### src/rtl/pipe_stage_skid_if.sv
// Valid/ready payload bus between two pipeline stages.
//   valid  : producer holds a valid payload
//   ready  : consumer accepts a payload this cycle
//   data   : opaque payload, DATA_W bits
// master = producer side (drives valid/data), slave = consumer side (drives ready).
interface pipe_stage_skid_if #(
    parameter int unsigned DATA_W = 32
);
    logic              valid;
    logic              ready;
    logic [DATA_W-1:0] data;

    modport master (
        output valid,
        output data,
        input  ready
    );

    modport slave (
        input  valid,
        input  data,
        output ready
    );
endinterface

### src/rtl/pipe_stage_skid.sv
// Elastic valid/ready pipeline-stage register with a 2-entry skid buffer.
// in_ready is a pure register output, so the upstream stall path is cut.
// A synchronous flush empties the stage and drops any same-cycle input.
// A saturating counter reports how many valid entries flushes have killed.
// Ports:
//   clk        rising-edge clock
//   rst        asynchronous active-high reset
//   flush      synchronous kill of stage contents and same-cycle input
//   up         upstream bus (slave):  valid/data in, ready out
//   dn         downstream bus (master): valid/data out, ready in
//   occupancy  entries held: 0, 1 or 2
//   kill_cnt   valid entries discarded by flush, saturating at all-ones
module pipe_stage_skid #(
    parameter int unsigned DATA_W      = 32,
    parameter bit          ZERO_BUBBLE = 1'b1,
    parameter int unsigned CNT_W       = 8
) (
    input  logic                 clk,
    input  logic                 rst,
    input  logic                 flush,
    pipe_stage_skid_if.slave     up,
    pipe_stage_skid_if.master    dn,
    output logic [1:0]           occupancy,
    output logic [CNT_W-1:0]     kill_cnt
);

    // Two extra bits hold counter + largest per-cycle increment (2) without wrap.
    localparam int unsigned  SUM_W   = CNT_W + 2;
    localparam logic [CNT_W-1:0] CNT_MAX = '1;

    typedef enum logic [1:0] {
        ST_EMPTY = 2'd0,
        ST_ONE   = 2'd1,
        ST_FULL  = 2'd2
    } state_e;

    state_e              state_q, state_d;
    logic [DATA_W-1:0]   main_q, main_d;
    logic [DATA_W-1:0]   skid_q, skid_d;
    logic [DATA_W-1:0]   out_data_q, out_data_d;
    logic                out_valid_q, out_valid_d;
    logic                in_ready_q, in_ready_d;
    logic [1:0]          occupancy_q, occupancy_d;
    logic [CNT_W-1:0]    kill_q, kill_d;
    logic [SUM_W-1:0]    kill_sum_c;
    logic                in_fire_c;
    logic                out_fire_c;

    assign in_fire_c  = up.valid & in_ready_q;
    assign out_fire_c = out_valid_q & dn.ready;

    // State register.
    always_ff @(posedge clk or posedge rst) begin
        if (rst) begin
            state_q <= ST_EMPTY;
        end else begin
            state_q <= state_d;
        end
    end

    // Next-state logic; flush overrides every other event.
    always_comb begin
        state_d = state_q;
        if (flush) begin
            state_d = ST_EMPTY;
        end else begin
            unique case (state_q)
                ST_EMPTY: begin
                    if (in_fire_c) state_d = ST_ONE;
                end
                ST_ONE: begin
                    if (in_fire_c && !out_fire_c)      state_d = ST_FULL;
                    else if (!in_fire_c && out_fire_c) state_d = ST_EMPTY;
                end
                ST_FULL: begin
                    if (out_fire_c) state_d = ST_ONE;
                end
                default: state_d = ST_EMPTY;
            endcase
        end
    end

    // Datapath and registered-output next values.
    always_comb begin
        main_d      = main_q;
        skid_d      = skid_q;
        out_valid_d = 1'b0;
        in_ready_d  = 1'b1;
        occupancy_d = 2'd0;
        out_data_d  = '0;
        kill_d      = kill_q;

        // Data regs are left untouched by flush; out_valid alone marks the bubble.
        if (!flush) begin
            unique case (state_q)
                ST_EMPTY: begin
                    if (in_fire_c) main_d = up.data;
                end
                ST_ONE: begin
                    if (in_fire_c && out_fire_c) main_d = up.data;
                    else if (in_fire_c)          skid_d = up.data;
                end
                ST_FULL: begin
                    if (out_fire_c) main_d = skid_q;
                end
                default: ;
            endcase
        end

        unique case (state_d)
            ST_ONE: begin
                out_valid_d = 1'b1;
                occupancy_d = 2'd1;
            end
            ST_FULL: begin
                out_valid_d = 1'b1;
                in_ready_d  = 1'b0;
                occupancy_d = 2'd2;
            end
            default: ;
        endcase

        if (ZERO_BUBBLE && (state_d == ST_EMPTY)) begin
            out_data_d = '0;
        end else begin
            out_data_d = main_d;
        end

        // Entries killed = held entries not leaving downstream + the dropped input.
        kill_sum_c = SUM_W'(kill_q) + SUM_W'(occupancy_q)
                   - SUM_W'(out_fire_c) + SUM_W'(in_fire_c);
        if (flush) begin
            if (kill_sum_c > SUM_W'(CNT_MAX)) kill_d = CNT_MAX;
            else                              kill_d = kill_sum_c[CNT_W-1:0];
        end
    end

    // Data and output registers.
    always_ff @(posedge clk or posedge rst) begin
        if (rst) begin
            main_q      <= '0;
            skid_q      <= '0;
            out_data_q  <= '0;
            out_valid_q <= 1'b0;
            in_ready_q  <= 1'b1;
            occupancy_q <= 2'd0;
            kill_q      <= '0;
        end else begin
            main_q      <= main_d;
            skid_q      <= skid_d;
            out_data_q  <= out_data_d;
            out_valid_q <= out_valid_d;
            in_ready_q  <= in_ready_d;
            occupancy_q <= occupancy_d;
            kill_q      <= kill_d;
        end
    end

    assign up.ready  = in_ready_q;
    assign dn.valid  = out_valid_q;
    assign dn.data   = out_data_q;
    assign occupancy = occupancy_q;
    assign kill_cnt  = kill_q;

endmodule

### src/flat_wrapper.sv
// flat-port wrapper written by rule: the top's interface ports become plain ports
module pipe_stage_skid_flat 
#(
    parameter int unsigned DATA_W      = 32,
    parameter bit          ZERO_BUBBLE = 1'b1,
    parameter int unsigned CNT_W       = 8
)
  (clk, rst, flush, occupancy, kill_cnt, up_valid, up_data, up_ready, dn_valid, dn_data, dn_ready);
  pipe_stage_skid_if #(.DATA_W(DATA_W)) up_i ();
  pipe_stage_skid_if #(.DATA_W(DATA_W)) dn_i ();
  input  logic clk;
  input  logic rst;
  input  logic flush;
  output logic [1:0] occupancy;
  output logic [CNT_W-1:0] kill_cnt;
  input wire logic [$bits(up_i.valid)-1:0] up_valid;
  input wire logic [$bits(up_i.data)-1:0] up_data;
  output wire logic [$bits(up_i.ready)-1:0] up_ready;
  output wire logic [$bits(dn_i.valid)-1:0] dn_valid;
  output wire logic [$bits(dn_i.data)-1:0] dn_data;
  input wire logic [$bits(dn_i.ready)-1:0] dn_ready;
  assign up_i.valid = up_valid;
  assign up_i.data = up_data;
  assign up_ready = up_i.ready;
  assign dn_valid = dn_i.valid;
  assign dn_data = dn_i.data;
  assign dn_i.ready = dn_ready;
  pipe_stage_skid #(.DATA_W(DATA_W), .ZERO_BUBBLE(ZERO_BUBBLE), .CNT_W(CNT_W)) u_core (.clk(clk), .rst(rst), .flush(flush), .up(up_i), .dn(dn_i), .occupancy(occupancy), .kill_cnt(kill_cnt));
endmodule
### config.mk
export PLATFORM = sky130hd
export DESIGN_NAME = pipe_stage_skid_flat
export DESIGN_NICKNAME = d
export VERILOG_FILES = /design/src/rtl/pipe_stage_skid_if.sv /design/src/rtl/pipe_stage_skid.sv /design/src/flat_wrapper.sv
export SDC_FILE = /design/constraint.sdc
export NUM_CORES = 1
export LEC_CHECK = 0
export CAP_MARGIN = 20
export CORE_ASPECT_RATIO = 0.6
export CORE_UTILIZATION = 58
export DETAILED_ROUTE_END_ITERATION = 10
export PLACE_DENSITY = 0.85
export SYNTH_ARGS = -nofsm -noshare
export SYNTH_HDL_FRONTEND = slang
export SYNTH_SLANG_ARGS = --single-unit
### constraint.sdc
create_clock -name clk -period 7.7 [get_ports clk]
set_input_delay 1.155 -clock clk [delete_from_list [all_inputs] [get_ports clk]]
set_output_delay 1.155 -clock clk [all_outputs]
set_load 0.02 [all_outputs]
==> key figures <==
Floorplan
  • Initial core utilization: 0.610
  • Die area: approximately 9500 um2
  • Die H: about 76 um
  • I/O pin count: between 80 and 90
  • Core Footprint: 8690 um2
  • Chip width: between 100 and 150 um
  • Num rows: 26

Global route
  • Total congestion overflow: 0
  • Initial antenna violation count: 0
  • Pin count of the biggest net entering global routing: 80
  • Vias in the first global route: 4061
  • First-pass GRT wire length: roughly 20 mm
  • Total Routing Usage GR: 0.272

Timing
  • Fin. max-slew vios: 0
  • Final setup fails: 0
  • Hold_ws: approximately 0.48 ns
  • Least-Margin Pin Slew: between 1 and 1.5 ns
  • Final hold violation count: 0
  • Min Tclk post-route: 4.13 ns
  • Post-route clock period utilization: 0.537
  • Max Clock Freq: approximately 0.24 GHz
  • PnR worst setup slack: 3.57 ns
  • Relative slew slack: 0.301
  • Clock Skews: roughly 0.0060 ns
  • RSZ-0062 raised after global routing: false
  • Final TNS setup: 0 ns

Yosys
  • Synth unique cells: 69
  • Synth top area cells: dfrtp_1, mux2_2, a22oi_1
  • Synth top cells by count: dfrtp_1, nand2_1, nor2b_1
  • EDFF count, synth: 0
  • Synth warnings: 0
  • Synth top area share: 0.514
  • Post-synthesis simple-gate area fraction: 0.145
  • Syn nets: 542
  • Post-synthesis mux area share: 0.0774
  • Synth Instances: 487
  • Adder-cell share of the synthesized area: 0.0453
  • Synthesized area: between 5000 and 6000 um2
  • Most frequent cell after synthesis: dfrtp_1
  • Prevailing post-synth register cell: dfrtp_1
  • FFs w/ async S/R, synth: 1.00
  • Main combinational cell family by area after synthesis: compound AO/OA/AOI/OAI gates
  • #FFs+latches synth: 110
  • Syn Area/Cell: ~11 um2
  • Synth area leader: dfrtp_1
  • Register area share after synthesis: 0.519
  • Synth Area in Compound Gates: 0.149
  • Fraction of synthesized cell area in xor and xnor cells: 0.0196

Clocking
  • Buffer count from post-CTS setup fixing: 0
  • Clock Path Buffers: 2
  • Post_cts resized: 0
  • CTS root buf: clkbuf_16
  • CTS tree: yes
  • Clock Latency Late Sink: between 0.3 and 0.4 ns
  • Clk sinks: 110
  • Clock-pin slew on the worst setup and hold paths: around 0.070 ns
  • CTS Hold Bufs: 0
  • Inserted Clock Buffers: 9
  • H-Tree Depth: 3

Power and ir drop
  • Maximum VDD drop: 0.000201 V
  • Pwr per Cell Area: 353 nW/um2
  • Leak pwr: 2.81 nW
  • Overall Power: ~0.0023 W

Finish
  • Area grow syn2layout: 22.3%
  • Net count, final: between 600 and 700
  • # diodes: 0
  • Final Non-Filler Cells: around 670
  • Share of cells above drive strength 1: 0.132

Place
  • RD Place Congestion: between 0.9 and 1
  • Hpwl dp: 7.87 mm
  • Pre-CTS setup slack: between 3 and 4 ns
  • # port buffers: 80
  • Placed cells: ~650

Critical path
  • Critical path required time: 7.96 ns
  • Startpoint types: input pin
  • Cell count of the worst reg-to-reg path: 12
  • Type of the worst setup path: in2reg
  • Worst Path Arrival: between 4 and 5 ns
  • Setup crit end kind: register
  • Worst-path fanout max: 10

Route
  • Vias per cell: roughly 6.0
  • Via count: 4021
  • Routed Antenna Nets: 0
  • Routed wire length per instance: 18.2 um
  • First-pass iteration count of the detailed router: 8
  • DRC violation count after routing: 5
  • Initial DRC count: about 340
  • Final WL: 12.2 mm

Hold path
  • Hold path cells: 2
  • Hold WC Path Type: reg2reg

Outcome
  • Failing checks: design-rule violations
  • Status: finished with violations

Flow run
  • Number of max-cap violations: 0
## through the flow
step | util | cell area [um2]
floorplan | - | 5300
global placement | 0.706 | 6140
detailed placement | 0.706 | 6140
CTS | 0.743 | 6460
global route | 0.746 | 6480
finish | 0.746 | 6480
## final cells by class
cell class,count,area (um2)
flip-flops and latches,110,2750
multi-input cells,327,2320
fillers,565,2200
repair buffers,87,873
clock buffers,10,239
well taps,112,140
clock inverters,6,81.3
inverters,19,73.8
## path summary, 6_finish.rpt
check	endpoint	from	slack, ns
worst max-delay path	u_core.kill_cnt[2]	up_valid	3.57
worst min-delay path	u_core.main_q[8]	u_core.main_q[8]	0.48
worst min register to register	u_core.main_q[8]	u_core.main_q[8]	0.48
max in group asynchronous	u_core.dn.data[8]	rst	5.67
worst max register to register	u_core.kill_cnt[7]	u_core.kill_cnt[0]	3.69
min in group asynchronous	u_core.dn.data[21]	rst	1.14
## sequential cells by signal, summed over array words and instances (netlist names)
| name | count |
|---|---|
| u_core.skid_q | 32 |
| u_core.dn.valid | 1 |
| u_core.dn.data | 32 |
| u_core.occupancy | 2 |
| u_core.kill_cnt | 8 |
| u_core.main_q | 32 |
| u_core.state_q | 2 |
| u_core.up.ready | 1 |
## cell families (layout without fill, tap and decap cells)
family          Yosys count  count (layout)
compound gates          114             114
xor+xnor                 11              11
fa+ha+maj                18              18
buf+inv                  50             122
flops                   110             110
mux                      36              36
simple gates            148             148
## worst max-delay path: stages
cell and delay [ns]:
clkdlybuf4s50_1 0.45, nand2_1 0.12, inv_1 0.12, ha_1 0.23, inv_1 0.06, ha_1 0.18, inv_1 0.06, fa_1 0.39
inv_1 0.07, a21oi_1 0.12, a2111oi_4 0.40, a211oi_1 0.15, or3_4 0.41, nand4_4 0.19, nor2_1 0.08, a21oi_1 0.20
## per-layer routing
layer / up-vias / share of wire / track usage
li1: 1845 / - / -
met1: 2010 / 0.45 / 0.385
met2: 147 / 0.47 / 0.407
met3: 19 / 0.072 / 0.0681
met4: 0 / 0.015 / 0.101
met5: - / 0 / 0
## cells in the final DEF, fill, tap and decap left out, types with 2 or more instances in the layout
cell | synthesis | final
nand2_1 | 54 | 54
a21oi_1 | 13 | 13
nor2b_1 | 37 | 37
a31oi_1 | 3 | 3
nand2b_1 | 2 | 2
o311ai_0 | 2 | 2
mux2_2 | 32 | 32
nand3_1 | 8 | 8
clkbuf_16 | 0 | 9
o21ai_0 | 35 | 35
a211oi_1 | 3 | 3
o21ai_1 | 4 | 3
buf_4 | 4 | 6
nor3_1 | 3 | 3
o311ai_1 | 2 | 2
clkdlybuf4s50_1 | 0 | 80
ha_1 | 16 | 16
and2_1 | 2 | 2
o21ai_2 | 1 | 2
dfrtp_1 | 109 | 109
inv_1 | 18 | 17
nand4_1 | 4 | 4
nand3b_1 | 2 | 2
xnor2_1 | 9 | 9
a21o_1 | 3 | 3
nor2_1 | 22 | 21
clkinv_4 | 0 | 3
fa_1 | 2 | 2
a22oi_1 | 32 | 32
## power breakdown
part	internal [W]	total [W]	switching (W)
Sequential	0.000732	0.000838	0.000106
Clock	0.000267	0.000478	0.000211
Combinational	0.000432	0.000972	0.000539
Total	0.00143	0.00229	0.000857
Power figures use the tool's default switching activity.
